### config.mk
export PLATFORM = sky130hd
export DESIGN_NAME = regfile_exec_unit
export DESIGN_NICKNAME = d
export VERILOG_FILES = /design/src/rtl/regfile_exec_unit_pkg.sv /design/src/rtl/regfile_exec_unit_exec_alu.sv /design/src/rtl/regfile_exec_unit.sv
export SDC_FILE = /design/constraint.sdc
export NUM_CORES = 1
export LEC_CHECK = 0
export BUFFER_PORTS_ARGS = -buffer_cell sky130_fd_sc_hd__buf_2
export CORE_ASPECT_RATIO = 1.5
export CORE_MARGIN = 2
export CORE_UTILIZATION = 45
export DETAILED_ROUTE_END_ITERATION = 7
export PLACE_DENSITY_LB_ADDON = 0.1
export SYNTH_ARGS = -nofsm -noshare
export SYNTH_HDL_FRONTEND = slang
export SYNTH_SLANG_ARGS = --single-unit
### constraint.sdc
create_clock -name clk -period 11.33 [get_ports clk]
set_clock_uncertainty 0.2 [all_clocks]
set_input_delay 1.6995 -clock clk [delete_from_list [all_inputs] [get_ports clk]]
set_output_delay 1.6995 -clock clk [all_outputs]
set_load 0.01 [all_outputs]
### src/rtl/regfile_exec_unit_pkg.sv
// Shared widths, opcodes and saturation limits for the register-file/execute slice.
package regfile_exec_unit_pkg;

  localparam int unsigned DATA_W     = 16;
  localparam int unsigned REG_CNT    = 16;
  localparam int unsigned REG_ADDR_W = 4;

  localparam logic [DATA_W-1:0] SAT_POS = 16'h7FFF;
  localparam logic [DATA_W-1:0] SAT_NEG = 16'h8000;

  typedef enum logic [2:0] {
    OP_ADD  = 3'b000,
    OP_SUB  = 3'b001,
    OP_NAND = 3'b010,
    OP_XOR  = 3'b011,
    OP_RED  = 3'b100
  } op_t;

endpackage

### src/rtl/regfile_exec_unit_exec_alu.sv
// Combinational execute stage: saturating add/sub, NAND, XOR and signed byte reduction.
module regfile_exec_unit_exec_alu
  import regfile_exec_unit_pkg::*;
(
  input  logic [DATA_W-1:0] a_i,
  input  logic [DATA_W-1:0] b_i,
  input  op_t               op_i,
  output logic [DATA_W-1:0] result_o,
  output logic              error_o
);

  logic              is_sub;
  logic [DATA_W-1:0] b_eff;
  logic [DATA_W-1:0] sum;
  logic              ovf;
  logic [8:0]        red_hi;
  logic [8:0]        red_lo;
  logic [9:0]        red_tot;

  // SUB reuses the adder as A + ~B + 1, so one overflow rule covers both.
  assign is_sub = (op_i == OP_SUB);
  assign b_eff  = is_sub ? ~b_i : b_i;
  assign sum    = a_i + b_eff + {{(DATA_W-1){1'b0}}, is_sub};
  assign ovf    = (a_i[DATA_W-1] == b_eff[DATA_W-1]) && (sum[DATA_W-1] != a_i[DATA_W-1]);

  assign red_hi  = {a_i[15], a_i[15:8]} + {b_i[15], b_i[15:8]};
  assign red_lo  = {a_i[7], a_i[7:0]} + {b_i[7], b_i[7:0]};
  assign red_tot = {red_hi[8], red_hi} + {red_lo[8], red_lo};

  always_comb begin
    result_o = '0;
    error_o  = 1'b0;
    case (op_i)
      OP_ADD, OP_SUB: begin
        error_o  = ovf;
        result_o = ovf ? (a_i[DATA_W-1] ? SAT_NEG : SAT_POS) : sum;
      end
      OP_NAND: result_o = ~(a_i & b_i);
      OP_XOR:  result_o = a_i ^ b_i;
      OP_RED:  result_o = {{(DATA_W-10){red_tot[9]}}, red_tot};
      default: begin
        result_o = '0;
        error_o  = 1'b0;
      end
    endcase
  end

endmodule

### src/rtl/regfile_exec_unit.sv
// 16x16 register file (R0 hardwired to zero) with write-before-read bypass feeding the ALU.
module regfile_exec_unit
  import regfile_exec_unit_pkg::*;
(
  input  logic                  clk,
  input  logic                  rst_n,
  input  logic [REG_ADDR_W-1:0] src_reg1,
  input  logic [REG_ADDR_W-1:0] src_reg2,
  input  logic [REG_ADDR_W-1:0] dst_reg,
  input  logic                  write_reg,
  input  logic                  wb_sel,
  input  logic [DATA_W-1:0]     dst_data,
  input  logic [2:0]            op,
  output logic [DATA_W-1:0]     src_data1,
  output logic [DATA_W-1:0]     src_data2,
  output logic [DATA_W-1:0]     exec_result,
  output logic                  exec_error
);

  logic [DATA_W-1:0] regs_q [REG_CNT];
  logic [DATA_W-1:0] wd;
  logic [DATA_W-1:0] rd1;
  logic [DATA_W-1:0] rd2;
  logic              wr_en;
  logic              byp1;
  logic              byp2;

  assign wr_en = rst_n && write_reg && (dst_reg != '0);
  assign wd    = wb_sel ? exec_result : dst_data;

  always_ff @(posedge clk) begin
    if (!rst_n) begin
      for (int i = 0; i < int'(REG_CNT); i++) begin
        regs_q[i] <= '0;
      end
    end else if (wr_en) begin
      regs_q[dst_reg] <= wd;
    end
  end

  assign rd1 = (src_reg1 == '0) ? '0 : regs_q[src_reg1];
  assign rd2 = (src_reg2 == '0) ? '0 : regs_q[src_reg2];

  // Result write-back is never bypassed: it would feed the ALU output back into its own inputs.
  assign byp1 = wr_en && !wb_sel && (dst_reg == src_reg1);
  assign byp2 = wr_en && !wb_sel && (dst_reg == src_reg2);

  assign src_data1 = byp1 ? dst_data : rd1;
  assign src_data2 = byp2 ? dst_data : rd2;

  regfile_exec_unit_exec_alu u_exec_alu (
    .a_i      (src_data1),
    .b_i      (src_data2),
    .op_i     (op_t'(op)),
    .result_o (exec_result),
    .error_o  (exec_error)
  );

endmodule

==> results of run 1 <==
==> per-layer routing <==
layer | global-route usage | up-vias | wire length [µm] | part of all wire
met4 | 0.208 | 0 | 4690 | 0.075
met3 | 0.0518 | 222 | 4830 | 0.077
li1 | - | 5331 | - | -
met2 | 0.566 | 702 | 31500 | 0.50
met5 | 0 | - | 0 | 0
met1 | 0.375 | 6354 | 21600 | 0.34
==> how the worst min path moves through the flow <==
stage | from | endpoint | slack, ps | cells after the start
after floorplan | regs_q[6][15] | regs_q[1][15] | 1290 | 8
after global placement | regs_q[7][1] | regs_q[9][1] | 1600 | 9
after CTS | dst_data[3] | regs_q[14][3] | 1410 | 3
final | dst_data[3] | regs_q[14][3] | 1440 | 3
after global routing | dst_data[3] | regs_q[14][3] | 1470 | 3
after detailed placement | regs_q[4][1] | regs_q[9][1] | 1620 | 9
==> kinds of logic after synthesis <==
kind of cell | synth area share
simple gates | 0.122
flops | 0.461
compound gates | 0.0975
buf+inv | 0.0435
mux | 0.207
fa+ha+maj | 0.0509
xor+xnor | 0.0184
other cells | 0.000225
==> worst max-delay path, stage by stage <==
cell and delay, ps:
buf_4 610, xor2_1 130, nor4_1 340, and2_1 740, a22o_1 350, inv_1 90
fa_1 510, fa_1 410, inv_1 60, ha_1 150, inv_1 60, fa_1 470
nor2b_1 180, o21ai_0 140, a21boi_0 310, o21a_1 190, o211ai_1 200, nand4_1 270
nand3_1 360, nand3b_1 360, buf_2 180
==> layout make-up <==
class | instances | area (µm²)
Fill cell | 3291 | 18200
Clock buffer | 24 | 579
Sequential cell | 256 | 7690
Multi-Input combinational cell | 924 | 8330
Inverter | 60 | 225
Tap cell | 484 | 606
Clock inverter | 17 | 245
Timing Repair Buffer | 136 | 847
==> synthesized netlist by cell type, types with 6 or more instances <==
cell type | count | area [µm²]
edfxtp_1 | 256 | 7690
nor3_1 | 171 | 856
mux4_2 | 140 | 3150
nor2_1 | 108 | 405
nand2_1 | 93 | 349
clkbuf_1 | 79 | 297
inv_1 | 59 | 221
ha_1 | 39 | 488
o21ai_0 | 34 | 170
a21oi_1 | 33 | 165
mux2i_1 | 28 | 280
xnor2_1 | 23 | 201
a22o_1 | 22 | 193
a211oi_1 | 20 | 150
buf_2 | 19 | 95.1
fa_1 | 18 | 360
nand3_1 | 15 | 75.1
a21o_1 | 12 | 90.1
xor2_1 | 12 | 105
a22oi_1 | 11 | 82.6
buf_1 | 10 | 37.5
o31ai_1 | 7 | 52.6
or3_1 | 7 | 43.8
a211o_1 | 6 | 52.6
a31oi_1 | 6 | 37.5
and2_1 | 6 | 37.5
==> metrics by stage <==
stage           util  setup slack [ps]  hold slack (ps)  instances
6_report       0.505              1580             1440       1901
5_1_grt        0.505              1200             1470       1901
4_1_cts        0.504              1570             1410       1900
3_5_place_dp   0.482              1590             1620       1859
3_3_place_gp   0.482              1670             1600       1859
2_1_floorplan      -              2250             1290       1356
==> power groups by stage <==
stage	registers (µW)	clock network, µW	logic (µW)
final	1100	883	958
after global routing	1110	915	1030
after CTS	1100	889	942
after detailed placement	1120	0	938
after global placement	1120	0	936
after floorplan	1110	0	627
==> metrics.md, run 1 <==
| Metric | Value |
|---|---|
| Post-synth EDFFs | 256 |
| CTS root buf | clkbuf_16 |
| Layout cells sized above 1 | 0.243 |
| Bufs on Longest Clock Path | 3 |
| Setup TNS Final | 0 ps |
| Sequential cell area fraction in the yosys report | 0.461 |
| DP Area | 17700 µm² |
| Leak | 0.00692 µW |
| Die area | 38700 µm² |
| Post_cts resized | 0 |
| Fin crit period | 9750 ps |
| CP Launch Type | primary input |
| RSZ-0062 raised after global routing | false |
| Power per Cell Area | 159 nW/µm² |
| Initial antenna violation count | 0 |
| Most common flop cell mapped by yosys | edfxtp_1 |
| Internal power | 1940 µW |
| P&R area growth vs syn | 11.0% |
| Syn_area_per_cell | 12.4 µm² |
| Die Y | 240 µm |
| H-tree levels | 1 |
| WP data arrival | 7850 ps |
| Worst R2R End | regs_q[13][12] |
| Routability cong. | 1.02 |
| Critical path data required time | 9430 ps |
| Setup crit end kind | output pin |
| Antenna cells | 0 |
| First-pass iteration count of the detailed router | 6 |
| Final #Nets | 1493 |
| CTS Sinks | 256 |
| Cell Area, Synth | 16700 µm² |
| Switching pwr | 1010 µW |
| DRT iter0 DRCs | 1692 |
| CTS hold repair buffers | 0 |
| Core region area | 36700 µm² |
| Clock slew at reported path FFs | 70 ps |
| Maxcap violations | 0 |
| Wirelength per Cell | 32.9 µm |
| Most common cell after layout, fill and taps aside | edfxtp_1 |
| Outcome | complete, no violations |
| DRT antenna net count | 0 |
| R2R cell count | 19 |
| Routed wire length | 62600 µm |
| Crit path max fanout | 38 |
| Setup crit start | src_reg1[0] |
| GRT Overall Usage | 0.326 |
| Vias in the first global route | 12700 |
| R2R Setup Slk | 4570 ps |
| Clk pwr share | 0.300 |
| Max-slew headroom | 0.107 |
| Leading registers by flop count | regs_q x256 |
| Vias | 12600 |
| HPWL after DPL | 42800 µm |
| HP Class | in -> reg |
| Logic gate share of total power | 0.326 |
| Seq pwr share | 0.374 |
| Synth cell types | 75 |
| Hold Fails Final Rpt | 0 |
| Max reg flops | 256 |
| # IOs | 84 |
| Largest net degree at the start of global routing | 39 |
| Fmax | 103 MHz |
| Die Width | 161 µm |
| Largest Register | regs_q |
| CTS tree | done |
| Yosys reg bits | 256 |
| Synth Warn # | 0 |
| Most used cells in the layout excluding fill and tap cells | edfxtp_1 (256), nor3_1 (171), mux4_2 (140) |
| Synth async-reset ratio | 0 |
| Critical Path End | exec_result[14] |
| Remaining DRCs | 0 |
| Remaining global-route overflow | 0 |
| Final-report max-slew violation count | 0 |
| I/O Buffers | 83 |
| Final period util | 0.860 |
| Setup Buffers After CTS | 0 |
| Row count | 86 |
| Skew-Pair Late Insertion Delay | 550 ps |
| DR vias/cell | 6.63 |
| Syn Inst Count | 1341 |
| Sw frac | 0.342 |
| Starting Density | 0.455 |
| Num CTS Buffers | 23 |
| Final setup violation count | 0 |
| Worst slew pin tran | 1330 ps |
| Fin area | 18500 µm² |
| RR Startpoint | regs_q[7][9] |
| First-pass GRT wire length | 88900 µm |
| Design Power | 2940 µW |
| VDD IR max | 0.000107 V |
| Setup CP Type | in -> out |
(Power assumes the default switching activity.)
==> inputs of run 2 (changes only) <==
Settings changed: CORE_UTILIZATION 45 to 35.
Clock period 11.33 ns to 9.9 ns, I/O delays scaled along.
==> run 2 against run 1 <==
Compared with the run above:
- die area rose by 28%
- first-iteration DRC count fell by 40%
- hold slack got worse by 200 ps
- highest routed layer is now met5
- sequential power rose by 15%
- critical path depth fell by 4
- sequential share of layout area fell by 0.74 points
- clock power rose by 12%
- cell area rose by 1.8%
==> metrics.md, run 2 (synthesis gave the netlist of run 1 again) <==
| Metric | Value |
|---|---|
| Setup crit end kind | output pin |
| CP Launch Type | primary input |
| CTS Sinks | 256 (unchanged) |
| HP Class | in -> reg |
| Skew-Pair Late Insertion Delay | 560 ps (about the same) |
| DRT iter0 DRCs | 1020 (-40%) |
| Final #Nets | 1520 (+1.8%) |
| Clk pwr share | 0.288 (-0.012) |
| Routed wire length | 69900 µm (+12%) |
| Most used cells in the layout excluding fill and tap cells | edfxtp_1 (256), nor3_1 (171), mux4_2 (140) |
| Layout cells sized above 1 | 0.255 (+0.0122) |
| Remaining global-route overflow | 0 (unchanged) |
| Leading registers by flop count | regs_q x256 |
| Sw frac | 0.357 (+0.0152) |
| Fin crit period | 9130 ps |
| Largest Register | regs_q |
| Worst slew pin tran | 1230 ps (-105 ps) |
| # IOs | 84 (unchanged) |
| Filler instances | 4577 (+39%) |
| Routability cong. | 1.05 (+3.5%) |
| Outcome | complete, no violations |
| Bufs on Longest Clock Path | 3 (unchanged) |
| Largest net degree at the start of global routing | 37 (-5.1%) |
| Die Y | 271 µm (+13%) |
| Setup Buffers After CTS | 0 (unchanged) |
| Die area | 49500 µm² (+28%) |
| Num CTS Buffers | 26 (+13%) |
| Internal power | 2200 µW (+14%) |
| Max reg flops | 256 (unchanged) |
| H-tree levels | 1 (unchanged) |
| Initial antenna violation count | 2 (+2) |
| Die Width | 182 µm (+13%) |
| Row count | 98 (+14%) |
| Most common cell after layout, fill and taps aside | edfxtp_1 |
| I/O Buffers | 83 (unchanged) |
| Wirelength per Cell | 34.1 µm (+3.7%) |
| Finished Layout Cells | 2049 (+7.8%) |
| RSZ-0062 raised after global routing | false |
| Crit path max fanout | 28 (-26%) |
| Remaining DRCs | 0 (unchanged) |
| Vias | 12600 (+0.056%) |
| Switching pwr | 1220 µW (+22%) |
| P&R area growth vs syn | 13.0% |
| CTS hold repair buffers | 0 (unchanged) |
| Logic gate share of total power | 0.343 (+0.017) |
| CTS tree | done |
| First-pass iteration count of the detailed router | 5 (-1) |
| Power per Cell Area | 182 nW/µm² (+14%) |
| Core region area | 47300 µm² (+29%) |
| Max-slew headroom | 0.177 (+0.0704) |
| Final-report max-slew violation count | 0 (unchanged) |
| CTS root buf | clkbuf_16 |
| Leak | 0.00703 µW (+1.6%) |
| Final setup violation count | 0 (unchanged) |
| Fmax | 110 MHz |
| Maxcap violations | 0 (unchanged) |
| Critical path data required time | 8220 ps (-1210 ps) |
| First-pass GRT wire length | 97900 µm (+10%) |
| Vias in the first global route | 12900 (+1.9%) |
| DRT antenna net count | 0 (unchanged) |
| Placed cells | 2000 (+7.6%) |
| Clock slew at reported path FFs | 60 ps (about the same) |
| WP data arrival | 7440 ps (-410 ps) |
| Post_cts resized | 0 (unchanged) |
| HPWL after DPL | 48500 µm (+13%) |
| Hold Fails Final Rpt | 0 (unchanged) |
| DR vias/cell | 6.16 (-7.2%) |
| VDD IR max | 0.0000708 V (-34%) |
| Seq pwr share | 0.369 (-0.005) |
| Setup TNS Final | 0 ps (unchanged) |
| Starting Density | 0.352 (-0.102) |
| GRT Overall Usage | 0.283 (-0.0429) |
| Final period util | 0.922 |
| Setup CP Type | in -> out |
## run 2: cell types whose count changed in the layout (fill, tap and decap cells not counted), sizes merged
cell,delta
buf,+24
clkbuf,+8
inv,-2
clkinv,+3
bufinv,-4
diode,+2
clkinvlp,+1
## run 2: through the flow
| stage | utilization | hold slack (ps) | instance area, µm² | setup WS, ps | total power (µW) |
|---|---|---|---|---|---|
| CTS | 0.398 | 1220 | 18800 | 799 | 3420 |
| detailed placement | 0.381 | 1640 | 18000 | 810 | 2440 |
| floorplan | - | 1290 | 16700 | 1250 | 1990 |
| global route | 0.398 | 1240 | 18800 | 503 | 3550 |
| finish | 0.398 | 1240 | 18800 | 771 | 3430 |
| global placement | 0.381 | 1620 | 18000 | 894 | 2440 |
## run 2: cell type report
| class | instances | area, µm² | share of cell area |
|---|---|---|---|
| diodes | 2 | 5.00 | 0.000266 |
| clock buffers | 32 | 694 | 0.0368 |
| clock inverters | 15 | 126 | 0.00670 |
| inverters | 60 | 225 | 0.0119 |
| multi-input cells | 924 | 8330 | 0.442 |
| flip-flops and latches | 256 | 7690 | 0.408 |
| well taps | 600 | 751 | 0.0398 |
| repair buffers | 160 | 1030 | 0.0544 |
## run 2: layer usage
| layer | GRT usage | up-vias | share of wire | routed length, µm |
|---|---|---|---|---|
| met3 | 0.0445 | 143 | 0.066 | 4600 |
| met4 | 0.166 | 2 | 0.067 | 4680 |
| li1 | - | 5391 | - | - |
| met2 | 0.489 | 561 | 0.50 | 34700 |
| met1 | 0.334 | 6519 | 0.37 | 25900 |
| met5 | 0 | - | 0.00017 | 12 |
## run 2: worst paths after layout
kind | start | slack (ps) | to | cells after the start
setup / recovery | src_reg2[0] | 770 | exec_result[13] | 17
hold / removal | dst_data[3] | 1240 | regs_q[8][3] | 3
setup reg to reg | regs_q[15][9] | 3110 | regs_q[11][13] | 19
hold reg to reg | regs_q[12][8] | 1680 | regs_q[5][0] | 6
## run 2: power by group through the flow
stage | clock, µW | sequential, µW | combinational, µW
2_1_floorplan | 0 | 1280 | 717
3_3_place_gp | 0 | 1290 | 1150
3_5_place_dp | 0 | 1290 | 1150
4_1_cts | 1000 | 1260 | 1160
5_1_grt | 1040 | 1270 | 1250
6_report | 987 | 1260 | 1170
## run 2: worst max-delay path: stages
cell	delay [ps]
buf_4	400
buf_12	320
mux4_2	550
mux4_2	520
a22o_1	290
xnor2_1	160
ha_1	590
nand3_1	200
a31oi_1	230
o21ai_0	130
a211oi_1	700
a211o_1	320
or3_1	270
nand2_1	180
o21ai_2	720
nand2_1	140
buf_2	170
